## config.mk

```make
export PLATFORM = sky130hd
export DESIGN_NAME = ps2_rx_fifo_flat
export DESIGN_NICKNAME = d
export VERILOG_FILES = /design/src/rtl/ps2_pkg.sv /design/src/rtl/ps2_rx_fifo_if.sv /design/src/rtl/ps2_sync_fifo.sv /design/src/rtl/ps2_rx_fifo.sv /design/src/flat_wrapper.sv
export SDC_FILE = /design/constraint.sdc
export NUM_CORES = 1
export LEC_CHECK = 0
export BUFFER_PORTS_ARGS = -buffer_cell sky130_fd_sc_hd__buf_2
export CORE_MARGIN = 8
export CORE_UTILIZATION = 60
export CTS_BUF_LIST = sky130_fd_sc_hd__clkbuf_4
export CTS_CLUSTER_SIZE = 40
export DETAILED_ROUTE_END_ITERATION = 8
export GPL_TIMING_DRIVEN = 0
export PLACE_DENSITY = 0.77
export SETUP_SLACK_MARGIN = 0.4
export SYNTH_ARGS = -nofsm -noshare
export SYNTH_HDL_FRONTEND = slang
export SYNTH_SLANG_ARGS = --single-unit
```

## constraint.sdc

```tcl
create_clock -name clk -period 5 [get_ports clk]
set_input_delay 0.25 -clock clk [delete_from_list [all_inputs] [get_ports clk]]
set_output_delay 0.25 -clock clk [all_outputs]
set_load 0.02 [all_outputs]
```

## src/rtl/ps2_pkg.sv

```systemverilog
// PS/2 receiver shared definitions: frame constants and the frame parity check.
package ps2_pkg;

   localparam int unsigned PS2_FRAME_BITS = 11;
   localparam logic [7:0]  PS2_BREAK_CODE = 8'hF0;
   localparam logic [7:0]  PS2_EXT_CODE   = 8'hE0;

   // Odd parity holds when {D7..D0, P} contains an odd number of ones.
   function automatic logic ps2_odd_parity_ok(input logic [7:0] d, input logic p);
      return ^{d, p};
   endfunction

endpackage

```

## src/rtl/ps2_rx_fifo_if.sv

```systemverilog
// Consumer-side handshake of the PS/2 receive FIFO.
// master: the receiver (drives data/status, samples nextdata_n).
// slave:  the consumer (key-state / display logic).
interface ps2_rx_fifo_if;

   logic [7:0] data;
   logic       ready;
   logic       overflow;
   logic       frame_err;
   logic       nextdata_n;

   modport master (
      output data,
      output ready,
      output overflow,
      output frame_err,
      input  nextdata_n
   );

   modport slave (
      input  data,
      input  ready,
      input  overflow,
      input  frame_err,
      output nextdata_n
   );

endinterface

```

## src/rtl/ps2_sync_fifo.sv

```systemverilog
// Single-clock FIFO with extra-MSB pointers; head is read combinationally.
// A push is accepted when not full, or when full and a pop happens in the
// same cycle (the write lands in the slot being vacated).
module ps2_sync_fifo #(
   parameter int unsigned DEPTH = 8,
   parameter int unsigned WIDTH = 8
) (
   input  logic             clk,
   input  logic             reset_n,
   input  logic             push,
   input  logic             pop,
   input  logic [WIDTH-1:0] din,
   output logic [WIDTH-1:0] dout,
   output logic             empty,
   output logic             full
);

   localparam int unsigned AW = $clog2(DEPTH);

   logic [AW:0]      wr_ptr;
   logic [AW:0]      rd_ptr;
   logic [WIDTH-1:0] mem [DEPTH];
   logic             pop_ok;
   logic             push_ok;

   // Status flags and accepted-operation qualifiers.
   always_comb begin
      empty   = (wr_ptr == rd_ptr);
      full    = (wr_ptr[AW-1:0] == rd_ptr[AW-1:0]) && (wr_ptr[AW] != rd_ptr[AW]);
      pop_ok  = pop & ~empty;
      push_ok = push & (~full | pop_ok);
      dout    = mem[rd_ptr[AW-1:0]];
   end

   // Pointer update; pointers wrap modulo 2*DEPTH.
   always_ff @(posedge clk or negedge reset_n) begin
      if (!reset_n) begin
         wr_ptr <= '0;
         rd_ptr <= '0;
      end else begin
         if (push_ok) wr_ptr <= wr_ptr + (AW+1)'(1);
         if (pop_ok)  rd_ptr <= rd_ptr + (AW+1)'(1);
      end
   end

   // Storage, cleared on reset so the head reads 0 out of reset.
   always_ff @(posedge clk or negedge reset_n) begin
      if (!reset_n) begin
         for (int unsigned i = 0; i < DEPTH; i++) mem[i] <= '0;
      end else if (push_ok) begin
         mem[wr_ptr[AW-1:0]] <= din;
      end
   end

endmodule

```

## src/rtl/ps2_rx_fifo.sv

```systemverilog
// PS/2 device-to-host frame receiver feeding a read-side FIFO.
// Optional feature macro: PS2_PARITY_CHECK_EN -- when defined, frames with
// bad odd parity are rejected; otherwise the parity bit is ignored.
module ps2_rx_fifo
   import ps2_pkg::*;
#(
   parameter int unsigned FIFO_DEPTH     = 8,
   parameter int unsigned TIMEOUT_CYCLES = 50000
) (
   input  logic                 clk,
   input  logic                 reset_n,
   input  logic                 ps2_clk,
   input  logic                 ps2_data,
   ps2_rx_fifo_if.master        bus
);

   localparam int unsigned IW       = $clog2(TIMEOUT_CYCLES + 1);
   localparam logic [3:0]  LAST_BIT = 4'(PS2_FRAME_BITS - 1);
   localparam logic [IW-1:0] IDLE_MAX = IW'(TIMEOUT_CYCLES);

   logic          clk_s1, clk_s2, clk_h;
   logic          dat_s1, dat_s2;
   logic          fall;
   logic [3:0]    bit_cnt;
   logic [9:0]    shreg;
   logic [IW-1:0] idle_cnt;
   logic          par_ok;
   logic          frame_ok;
   logic          push_req;
   logic [7:0]    push_byte;
   logic          frame_err_q;
   logic          ovf_q;
   logic          pop_req;
   logic          fifo_empty;
   logic          fifo_full;
   logic [7:0]    fifo_dout;

   // Two-flop synchronisers plus a history flop on the PS/2 clock.
   always_ff @(posedge clk or negedge reset_n) begin
      if (!reset_n) begin
         clk_s1 <= 1'b1;
         clk_s2 <= 1'b1;
         clk_h  <= 1'b1;
         dat_s1 <= 1'b1;
         dat_s2 <= 1'b1;
      end else begin
         clk_s1 <= ps2_clk;
         clk_s2 <= clk_s1;
         clk_h  <= clk_s2;
         dat_s1 <= ps2_data;
         dat_s2 <= dat_s1;
      end
   end

   // Edge detect and frame check; shreg holds start..parity when the stop
   // bit (current dat_s2) arrives.
   always_comb begin
      fall   = clk_h & ~clk_s2;
      par_ok = 1'b1;
`ifdef PS2_PARITY_CHECK_EN
      par_ok = ps2_odd_parity_ok(shreg[8:1], shreg[9]);
`endif
      frame_ok = ~shreg[0] & dat_s2 & par_ok;
   end

   // Bit shifting, frame completion and mid-frame idle timeout.
   always_ff @(posedge clk or negedge reset_n) begin
      if (!reset_n) begin
         bit_cnt     <= '0;
         shreg       <= '0;
         idle_cnt    <= '0;
         push_req    <= 1'b0;
         push_byte   <= '0;
         frame_err_q <= 1'b0;
      end else begin
         push_req    <= 1'b0;
         frame_err_q <= 1'b0;
         if (fall) begin
            idle_cnt <= '0;
            shreg    <= {dat_s2, shreg[9:1]};
            if (bit_cnt == LAST_BIT) begin
               bit_cnt     <= '0;
               push_req    <= frame_ok;
               frame_err_q <= ~frame_ok;
               push_byte   <= shreg[8:1];
            end else begin
               bit_cnt <= bit_cnt + 4'd1;
            end
         end else if (bit_cnt != '0) begin
            if (idle_cnt == IDLE_MAX) begin
               bit_cnt  <= '0;
               idle_cnt <= '0;
            end else begin
               idle_cnt <= idle_cnt + IW'(1);
            end
         end else begin
            idle_cnt <= '0;
         end
      end
   end

   assign pop_req = ~bus.nextdata_n & ~fifo_empty;

   // Sticky overflow: set on a dropped push, cleared by a pop; set wins.
   always_ff @(posedge clk or negedge reset_n) begin
      if (!reset_n) begin
         ovf_q <= 1'b0;
      end else if (push_req && fifo_full && !pop_req) begin
         ovf_q <= 1'b1;
      end else if (pop_req) begin
         ovf_q <= 1'b0;
      end
   end

   ps2_sync_fifo #(
      .DEPTH (FIFO_DEPTH),
      .WIDTH (8)
   ) u_fifo (
      .clk     (clk),
      .reset_n (reset_n),
      .push    (push_req),
      .pop     (pop_req),
      .din     (push_byte),
      .dout    (fifo_dout),
      .empty   (fifo_empty),
      .full    (fifo_full)
   );

   assign bus.data      = fifo_dout;
   assign bus.ready     = ~fifo_empty;
   assign bus.overflow  = ovf_q;
   assign bus.frame_err = frame_err_q;

endmodule

```

## src/flat_wrapper.sv

```systemverilog
// flat-port wrapper written by rule: the top's interface ports become plain ports
module ps2_rx_fifo_flat import ps2_pkg::*;
#(
   parameter int unsigned FIFO_DEPTH     = 8,
   parameter int unsigned TIMEOUT_CYCLES = 50000
)
  (clk, reset_n, ps2_clk, ps2_data, bus_data, bus_ready, bus_overflow, bus_frame_err, bus_nextdata_n);
  ps2_rx_fifo_if bus_i ();
  input  logic clk;
  input  logic reset_n;
  input  logic ps2_clk;
  input  logic ps2_data;
  output wire logic [$bits(bus_i.data)-1:0] bus_data;
  output wire logic [$bits(bus_i.ready)-1:0] bus_ready;
  output wire logic [$bits(bus_i.overflow)-1:0] bus_overflow;
  output wire logic [$bits(bus_i.frame_err)-1:0] bus_frame_err;
  input wire logic [$bits(bus_i.nextdata_n)-1:0] bus_nextdata_n;
  assign bus_data = bus_i.data;
  assign bus_ready = bus_i.ready;
  assign bus_overflow = bus_i.overflow;
  assign bus_frame_err = bus_i.frame_err;
  assign bus_i.nextdata_n = bus_nextdata_n;
  ps2_rx_fifo #(.FIFO_DEPTH(FIFO_DEPTH), .TIMEOUT_CYCLES(TIMEOUT_CYCLES)) u_core (.clk(clk), .reset_n(reset_n), .ps2_clk(ps2_clk), .ps2_data(ps2_data), .bus(bus_i));
endmodule
```

Word level (Yosys, flattened, before mapping)

Cells that the tools add are included.

Bitwise operators: 14
Multiplexer cells: 19
$add $sub $neg: 4
Reductions and logical operators: 11
Equal/unequal tests: 5
$lt $le $gt $ge: 3

Operators with widths:

| cell                  | count |
|---|---|
| $bwmux 64             | 1 |
| $mux 16               | 3 |
| $bmux 8 s3            | 1 |
| $demux 8 s3           | 1 |
| $mux 8                | 3 |
| $add 16x1->16 const B | 1 |
| $eq 16x16->1 const B  | 1 |
| $mux 4                | 4 |
| $add 4x1->4 const B   | 3 |
| $ge 4x4->1 const B    | 2 |
| $not 3->4             | 2 |
| $mux 1                | 6 |
| $not 1->1             | 6 |
| $reduce_bool 2->1     | 3 |
| $and 1x1->1           | 5 |
| $eq 4x4->1            | 1 |
| $eq 4x4->1 const B    | 1 |
| $logic_and 1x1->1     | 4 |
| $lt 4x1->1 const B    | 1 |
| $reduce_and 2->1      | 2 |
| $reduce_bool 4->1     | 1 |
| $eq 3x3->1            | 1 |
| $logic_not 1->1       | 1 |
| $ne 1x1->1            | 1 |
| $or 1x1->1            | 1 |

Output and inout bits: 11
Register bits after elaboration: 118
Input bits: 5

Depth between registers and ports, before layout

Depth after elaboration: 6
Depth in mapped cells: 7
Depth with buffers taken out: 6

By module

Synthesis repeated with hierarchy kept, for this count alone.

Cell total of the unflattened synthesis: 397
Area total of the unflattened synthesis: 5507.8 um^2

By module, submodules not included:

| module        | area each (um^2) | cells an instance | instances | sequential area each (um^2) |
|---|---|---|---|---|
| ps2_sync_fifo | 3524.6           | 215               | 1         | 1801.7 |
| ps2_rx_fifo   | 1983.2           | 182               | 1         | 1157.4 |

Least setup slack after synthesis

No wires, ideal clock.

Path kind: flip-flop to output port
From: register u_core.u_fifo.rd_ptr[0]
To: output port bus_data[0]
Data arrival time: 1.644 ns
Path slack: 3.106 ns
Stages on the path, launching flop included: 5
Path buffers: 2
Path through: dfrtp_1 -> buf_6 -> buf_2 -> mux4_2 -> mux2_2

Longest elaborated chain between the ends: 4

Ends and longest elaborated chain:

| what                                       | RTL line            | RTL |
|---|---|---|
| from (decl)                                | ps2_sync_fifo.sv:21 | `logic [AW:0] rd_ptr;` |
| from (signal assigned)                     | ps2_sync_fifo.sv:42 | `if (pop_ok) rd_ptr <= rd_ptr + (AW+1)'(1);` |
| $not 3->4 (not written as such)            | ps2_sync_fifo.sv:32 | `dout = mem[rd_ptr[AW-1:0]];` |
| $bmux 8 s3                                 | ps2_sync_fifo.sv:32 |  |
| $mux 8 (not written as such) (2 in series) | ps2_sync_fifo.sv:32 |  |
| to (decl)                                  | flat_wrapper.sv:13  | `output wire logic [$bits(bus_i.data)-1:0] bus_data;` |

Every way passes these cells. The select of a mux whose other input is x is not followed.

Final worst setup path

From: register u_core.u_fifo.rd_ptr[0]
To: output port bus_data[3]

The elaborated chain is that of the path after synthesis.

==> out/qor.yml <==
drt-initial-drc-count: 176
synth_top_area_frac: 0.519
cts.repair.resized: 0
post_dp_cell_area_um2: 5690
num_rows: 34
synth-seq-area-share: 0.543
pwr-share-seq: 0.485
worstHoldPathCells: 3
timing.critical_path.cells: "buf_6 > buf_2 > mux4_2 > mux2_2 > buf_2"
switching_share: 0.323
routed_wl_um: 9440
clkLatencyLatePin_ns: 0.49
syn-num-nets: 389
drv_slew: 0
clkPwrFrac: 0.308
finalHoldViolCount: 0
synth-seq-cells: 118
setup_violations: 0
rr_endpoint: "u_core.u_fifo.mem[2]"
slowest_stage: "mux4_2"
worst_path_largest_cell_delay_ns: 0.56
grt_remaining_overflow: 0
maxSlewHeadroom: 0.437
end_kind: "output port"
drc: 0
pin_count: 16
cts_sinks: 118
crit_end: "bus_data[3]"
ir_worst_vdd_uv: 309
max-cap-violations: 0
syn_inst: 377
synth_warnings: 0
outcome: "completed"
startpoint_type: "flip-flop"
finalSetupTns_ns: 0
start_util: 0.622
clk_pin_slew_ns: 0.11
htree_num_levels: 4
period_share: 0.535
rr_worst_depth: 6
postCtsSetupRepairBufs: 0
critPathTopFamily: "multiplexers"
p_per_area_nw_per_um2: 401
final_cell_area_um2: 6040
drive_gt1_frac: 0.407
cp_num_cells: 5
num-nets-final: 427
clk_path_buf_depth: 2
root_buffer: "clkbuf_4"
critPathRequiredTime_ns: 4.75
crit_type: "flip-flop to output port"
synthTopCellsByCount: "dfrtp_1 (113), mux2_2 (76), nor2_1 (25)"
final-instance-count-excl-fill: 536
multi_input_area_um2: 2370
dp_hpwl_um: 6440
regToRegStartpoint: "u_core.u_fifo.rd_ptr[0]"
drt_pass1_iterations: 4
register_area_um2: 2960
antenna_found_initial: 0
gp_congestion: 0.809
cp-startpoint: "u_core.u_fifo.rd_ptr[0]"
vias: 3143
wl_per_cell_um: 17.6
p_leak_nw: 2.84
syn_to_final_growth_pct: 10.8
grtUsageTotal: 0.164
arrival_ns: 2.42
synth_area_um2: 5450
placed_cells: 501
die_area_um2: 12400
async_reset_ff_frac: 1.00
crit_top_cell: "buf_2"
fin_crit_ns: 2.67
cts-buffers-inserted: 17
die_w_um: 111
io_buffer_count: 15
yosysMostFrequentCell: "dfrtp_1"
syn_avg_cell_area_um2: 14.5
grt_pass1_wl_um: 16500
die_h_um: 111
switchingPower_mw: 0.784
first_global_vias: 3266
core_area_um2: 8760
finalClockSkew_ns: 0.0148
cts_hold_buf: 3
nFillCells: 617
min_path_type: "input port to flip-flop"
grt_max_degree: 68
r2r_slack_ns: 2.96
ant_nets: 0
path_max_fanout: 10
worst_pin_slew_ns: 0.844
crit_buf_inv: 3
internal-power_mw: 1.64
diodes: 0
yosysUniqueCellTypes: 44
post_drt_via_cell_ratio: 5.86
rsz0062_at_grt: "false"
synthFlopType: "dfrtp_1"
synth_top_area_cell: "dfrtp_1"
cts_tree: "done"
synth_area_leaders: "dfrtp_1 (52%), mux2_2 (16%), mux4_2 (6.6%)"
max_freq_mhz: 374
combPwrFrac: 0.208
synth_edf_count: 0
worst min path at each step:
stage,from,to,slack [ns]
after floorplan,reset_n,u_core.bit_cnt[0],-0.05
after global placement,u_core.clk_s1,u_core.clk_s2,0.35
after detailed placement,u_core.clk_s1,u_core.clk_s2,0.35
after CTS,bus_nextdata_n,u_core.bus.overflow,0.1
after global routing,bus_nextdata_n,u_core.u_fifo.rd_ptr[2],0.11
final,bus_nextdata_n,u_core.bus.overflow,0.13
registers in the layout (all words and copies together), names as in the netlist:
| signal | cells |
|---|---|
| u_core.bus.frame_err | 1 |
| u_core.u_fifo.mem | 64 |
| u_core.shreg | 10 |
| u_core.dat_s1 | 1 |
| u_core.u_fifo.rd_ptr | 4 |
| u_core.clk_h | 1 |
| u_core.push_byte | 8 |
| u_core.bus.overflow | 1 |
| u_core.push_req | 1 |
| u_core.clk_s1 | 1 |
| u_core.bit_cnt | 4 |
| u_core.u_fifo.wr_ptr | 4 |
| u_core.dat_s2 | 1 |
| u_core.clk_s2 | 1 |
| u_core.idle_cnt | 16 |
cells in the final DEF, fill, tap and decap left out, types with 6 or more instances in the layout:
cell      netlist  layout
nor4_1          6       6
nor2_1         25      25
nand2_1        11      11
dfrtp_1       113     113
xnor2_1        17      17
inv_1          12      12
mux2_4          8       8
mux4_2         16      16
o21ai_4         7       7
mux2_1          8       8
buf_2           2      16
mux2_2         76      76
clkbuf_4        0      17
nand3_1         9       9
ha_1            7       7
cell families after synthesis:
group | Yosys count | share of synthesized area
AOI/OAI and AO/OA | 18 | 0.0367
xor gates and xnor gates | 23 | 0.0452
adders and majority gates | 7 | 0.0161
buffers and inverters | 24 | 0.0225
DFF | 118 | 0.543
muxes | 109 | 0.263
and+or+nand+nor | 78 | 0.0734
power groups by stage:
stage | registers [mW] | logic, mW | clock network [mW]
after global routing | 1.19 | 0.551 | 0.812
after floorplan | 1.15 | 0.402 | 0
final | 1.17 | 0.503 | 0.745
after global placement | 1.19 | 0.496 | 0
after CTS | 1.18 | 0.512 | 0.766
after detailed placement | 1.20 | 0.508 | 0
through the flow:
stage / utilization / hold slack, ns / setup slack, ns / power [mW]
detailed placement: 0.650 / 0.347 / 2.82 / 1.70
floorplan: - / -0.0456 / 3.11 / 1.55
global placement: 0.646 / 0.347 / 2.35 / 1.68
global route: 0.690 / 0.108 / 2.18 / 2.56
CTS: 0.690 / 0.0974 / 2.25 / 2.45
finish: 0.690 / 0.133 / 2.33 / 2.42
routing by layer:
metal  GRT usage  share of wire  routed length [µm]
met5           0              0                   0
met4      0.0507         0.0060                  57
met3      0.0483          0.026                 248
met2       0.263           0.51                4790
met1       0.211           0.46                4350
tightest hold or removal path, cell delays in order:
cell and delay (ns):
buf_2 0.09, a41oi_1 0.10, o32ai_1 0.13
layout make-up:
| class | count | share of cell area |
|---|---|---|
| well taps | 108 | 0.0224 |
| repair buffers | 19 | 0.0224 |
| inverters | 12 | 0.00745 |
| clock inverters | 15 | 0.0319 |
| clock buffers | 17 | 0.0211 |
| flip-flops and latches | 118 | 0.490 |
| plain buffers | 12 | 0.0128 |
| multi-input cells | 235 | 0.392 |
No activity file was read; power rests on OpenSTA's default activity.
